<file path="src/rtl/ram_access_ctrl.sv">
// Request-side controller for a single-port synchronous RAM: issues one read or
// write at a time, waits out the RAM read latency and returns data with a parity check.
`timescale 1ns/1ps
module ram_access_ctrl #(
  parameter int MEM_WIDTH  = 16,
  parameter int ADDR_SIZE  = 10,
  parameter int RD_LATENCY = 1
) (
  input  logic                 clk,
  input  logic                 rst,
  input  logic                 req_valid,
  output logic                 req_ready,
  input  logic                 req_we,
  input  logic [ADDR_SIZE-1:0] req_addr,
  input  logic [MEM_WIDTH-1:0] req_wdata,
  output logic                 rsp_valid,
  input  logic                 rsp_ready,
  output logic [MEM_WIDTH-1:0] rsp_rdata,
  output logic                 rsp_parity_err,
  output logic [15:0]          err_count,
  output logic [MEM_WIDTH-1:0] ram_din,
  output logic [ADDR_SIZE-1:0] ram_addr,
  output logic                 ram_wr_en,
  output logic                 ram_rd_en,
  output logic                 ram_blk_select,
  output logic                 ram_addr_en,
  output logic                 ram_dout_en,
  input  logic [MEM_WIDTH-1:0] ram_dout,
  input  logic                 ram_parity
);

  typedef enum logic [2:0] {IDLE, WRITE, READ_ISSUE, READ_WAIT, RESP} state_t;

  localparam logic [1:0] LAT_LAST = 2'(RD_LATENCY - 1);

  state_t     state;
  logic [1:0] lat_cnt;

  // NOTE: every register here uses non-blocking (<=) so all state updates
  // see the pre-edge values of each other, and reset is sampled on the clock.
  always_ff @(posedge clk) begin
    if (!rst) begin
      state          <= IDLE;
      lat_cnt        <= '0;
      req_ready      <= 1'b0;
      rsp_valid      <= 1'b0;
      rsp_rdata      <= '0;
      rsp_parity_err <= 1'b0;
      err_count      <= '0;
      ram_din        <= '0;
      ram_addr       <= '0;
      ram_wr_en      <= 1'b0;
      ram_rd_en      <= 1'b0;
      ram_blk_select <= 1'b0;
      ram_addr_en    <= 1'b0;
      ram_dout_en    <= 1'b0;
    end else begin
      case (state)
        IDLE: begin
          req_ready <= 1'b1;
          if (req_valid && req_ready) begin
            ram_addr       <= req_addr;
            ram_din        <= req_wdata;
            req_ready      <= 1'b0;
            ram_blk_select <= 1'b1;
            ram_addr_en    <= 1'b1;
            if (req_we) begin
              state     <= WRITE;
              ram_wr_en <= 1'b1;
            end else begin
              state       <= READ_ISSUE;
              ram_rd_en   <= 1'b1;
              ram_dout_en <= 1'b1;
            end
          end
        end

        WRITE: begin
          // Ready is raised directly so back-to-back writes cost two cycles each.
          state          <= IDLE;
          ram_wr_en      <= 1'b0;
          ram_blk_select <= 1'b0;
          ram_addr_en    <= 1'b0;
          req_ready      <= 1'b1;
        end

        READ_ISSUE: begin
          state       <= READ_WAIT;
          ram_rd_en   <= 1'b0;
          ram_addr_en <= 1'b0;
          lat_cnt     <= '0;
        end

        READ_WAIT: begin
          if (lat_cnt == LAT_LAST) begin
            state          <= RESP;
            rsp_valid      <= 1'b1;
            rsp_rdata      <= ram_dout;
            rsp_parity_err <= (ram_parity != (^ram_dout));
            ram_blk_select <= 1'b0;
            ram_dout_en    <= 1'b0;
            if ((ram_parity != (^ram_dout)) && (err_count != 16'hFFFF))
              err_count <= err_count + 16'd1;
          end else begin
            lat_cnt <= lat_cnt + 2'd1;
          end
        end

        RESP: begin
          if (rsp_ready) begin
            state     <= IDLE;
            rsp_valid <= 1'b0;
            req_ready <= 1'b1;
          end
        end

        default: state <= IDLE;
      endcase
    end
  end

endmodule
</file>
<file path="config.mk">
export PLATFORM = sky130hd
export DESIGN_NAME = ram_access_ctrl
export DESIGN_NICKNAME = d
export VERILOG_FILES = /design/src/rtl/ram_access_ctrl.sv
export SDC_FILE = /design/constraint.sdc
export NUM_CORES = 1
export LEC_CHECK = 0
export CAP_MARGIN = 20
export CELL_PAD_IN_SITES_DETAIL_PLACEMENT = 0
export CELL_PAD_IN_SITES_GLOBAL_PLACEMENT = 1
export CORE_UTILIZATION = 28
export CTS_CLUSTER_DIAMETER = 150
export DETAILED_ROUTE_END_ITERATION = 16
export MAX_ROUTING_LAYER = met4
export PLACE_DENSITY_LB_ADDON = 0.1
export SLEW_MARGIN = 5
export SYNTH_ARGS = -nofsm -noshare
export SYNTH_HDL_FRONTEND = slang
export SYNTH_SLANG_ARGS = --single-unit
</file>
<file path="constraint.sdc">
create_clock -name clk -period 1.95 [get_ports clk]
set_input_delay 0.195 -clock clk [delete_from_list [all_inputs] [get_ports clk]]
set_output_delay 0.195 -clock clk [all_outputs]
set_load 0.02 [all_outputs]
</file>
==> impl_metrics.ini <==
[placement]
port_buffers = 113
dp_worst_setup_slack_ns = -0.638
place.gp.congestion = 0.794
hpwl_mm = 5.87
dp.cells = 633

[sta]
rsz0062_at_grt = true
hold_viol = 0
fmax_mhz = 522
worst_slack_ns = 0.0339
relSlewSlack_pct = 78.3
tightest_slew_ns = 0.323
finalCritPeriodShare_pct = 98.3
fin_crit_ns = 1.92
drv_slew = 0
fin_skew_ns = 0.00992
setup_viol = 0

[pwr]
power_w = 0.00366
p_leak_nw = 1.68
peakVddDrop_mv = 0.354
power_density_mw_per_mm2 = 757

[critical_path]
worstSetupEndpointType = flip-flop
crit_chain = dlygate4sd2_1 > xnor2_2 > xnor2_2 > xnor2_2 > xnor2_2 > mux2_4 > or4b_1 > a21oi_1
critPathMostFrequentCell = xnor2_2
cp_data_required_time_ns = 2.23
critPathMaxStageDelay_ns = 0.52
cp_slowest_cell = or4b_1
worstPathArrival_ns = 2.20
crit_path_start_kind = input port
crit_fanout = 8
criticalPathCategory = input port to flip-flop

[grt]
grt_pass1_vias = 3046
grt_max_degree = 47
track_usage_pct = 16.8
gr-total-overflow = 0
grt_antenna_before_repair = 0
grt_pass1_wl_mm = 14.4

[route]
highest_layer = met4
viasPerCell = 4.71
wl_met3_um = 479
drtIter0Drc = 91
wl_per_cell_um = 13.3
postRouteAntennaNets = 0
route.met2.wl_mm = 4.40
wirelength_mm = 8.66
first_pass_iters = 4
vias = 3071
wl_met1_mm = 3.71
route.detailed.drc = 0

[layout]
diodes = 0
stdcell_count = 652
syn_to_final_growth_pct = 62.3
fillers = 997
layout_commonest_cell = nand2_1
nets = 561
seq_area_mm2 = 0.00143
layout-drive-gt1-share_pct = 15.7
final_cell_mix = 101 x nand2_1, 99 x clkdlybuf4s50_1, 65 x dfxtp_1, 62 x a21oi_1, 31 x buf_4
multiInputGateArea_mm2 = 0.00161

[logic_synthesis]
async_reset_ff_share_pct = 0
synth_cells = 374
syn_nets = 424
synth.distinct_cells = 36
syn_avg_cell_area_um2 = 7.97
ys_seq_elements = 71
synth_edf_count = 0
synth_area_mm2 = 0.00298
synthFlopType = dfxtp_1
yosysWarningCount = 0
synth_seq_area_share_pct = 47.7

[floorplan]
die-area_mm2 = 0.0111
die_h_um = 105
design.core.area_mm2 = 0.0103
placementRows = 37
io_pins = 114
start_util_pct = 28.9
die-width_um = 105

[job]
maxCapViolCount = 0

[cts]
clkTransAtPathRegs_ns = 0.08
cts_max_path_buffers = 2
clock_sinks = 71
root_buffer = clkbuf_8
cts.htree.levels = 3
cts-hold-fix-buffers = 0
cts_tree = yes
cts-buffers-inserted = 9
clk_latency_ns = 0.34

[status]
outcome = finished clean

[min_path]
hold_path_class = input port to flip-flop
synth_stat cells (2+ instances only):
cell / n / area, um^2
o31ai_1: 8 / 60.1
o41ai_1: 3 / 26.3
dfxtp_1: 71 / 1420
ha_1: 2 / 25.0
inv_1: 5 / 18.8
o311ai_0: 2 / 17.5
a31oi_1: 2 / 12.5
a21oi_1: 62 / 310
or3_1: 7 / 43.8
o21bai_1: 3 / 22.5
or4_1: 6 / 45.0
xnor2_1: 13 / 114
clkbuf_1: 20 / 75.1
o21ai_0: 8 / 40.0
nor2_1: 15 / 56.3
a211oi_1: 2 / 15.0
nand3_1: 6 / 30.0
nor3_1: 7 / 35.0
nand4_1: 4 / 25.0
nand2_1: 101 / 379
xor2_1: 3 / 26.3
nand3b_1: 2 / 15.0
nand2b_1: 9 / 56.3
cells by family (layout without fill, tap and decap cells):
kind of cell             Yosys count  in the layout  share of synthesized area [%]
AND/OR/NAND/NOR                  161            161                           24.0
AO/OA/AOI/OAI                     95             95                           18.3
flip-flops                        71             71                           47.7
buffers and inverters             27            168                           3.69
XOR/XNOR                          16             16                           4.70
adder cells (fa/ha/maj)            2              2                          0.839
multiplexers                       2              3                          0.839
path summary, 6_finish.rpt:
check                           slack [ns]  depth (start not counted)                          to                        from
worst max-delay path                  0.03                          8   err_count[9]$_SDFFE_PN0P_                ram_dout[11]
worst min-delay path                  0.20                          3   rsp_rdata[4]$_SDFFE_PN0P_                 ram_dout[4]
worst max register to register        0.08                          6   err_count[9]$_SDFFE_PN0P_   err_count[0]$_SDFFE_PN0P_
worst min register to register        0.46                          2  rsp_rdata[13]$_SDFFE_PN0P_  rsp_rdata[13]$_SDFFE_PN0P_
repair_timing:
action,in CTS,in global routing
setup endpoints to repair,16,15
resized for setup,27,23
cloned,1,0
hold endpoints to repair,0,0
pin swaps,20,11
buffers inserted,2,0
routing by layer:
metal,track usage (%),vias to the layer above
met5,-,-
met4,4.12,0
met3,5.24,5
met2,28.6,82
met1,19.0,1422
li1,-,1562
report_power, final:
part           internal [W]  switching (W)  total, W
clock network      0.000659       0.000572   0.00123
registers           0.00149      0.0000226   0.00151
logic              0.000479       0.000436  0.000916
through the flow:
stage,setup TNS (ns),util (%),hold WS (ns),area [um^2]
final,0,46.9,0.199,4840
after floorplan,-0.00266,-,0.331,2990
after detailed placement,-8.39,43.3,0.447,4470
after global routing,-0.155,46.9,0.208,4840
after CTS,0,45.9,0.181,4740
after global placement,-7.70,43.3,0.441,4470
area by class of cell:
type / instances / share of cell area, %
Clock buffer: 11 / 3.13
Clock inverter: 5 / 1.16
Inverter: 5 / 0.388
Multi-Input combinational cell: 277 / 33.2
Sequential cell: 71 / 29.6
Tap cell: 136 / 3.52
Timing Repair Buffer: 147 / 29.0
critical path: cells and delay by family:
kind	cells	cell delay, ns
AND/OR/NAND/NOR	1	0.52
XOR/XNOR	4	0.70
AO/OA/AOI/OAI	1	0.14
buffers and inverters	1	0.26
multiplexers	1	0.38
registers in the layout, indices dropped and copies added, names as in the netlist, 2 cells and up:
name       flops
err_count     16
lat_cnt        2
ram_addr      10
ram_din       16
rsp_rdata     16
state          3
No activity file was read; power rests on OpenSTA's default activity.
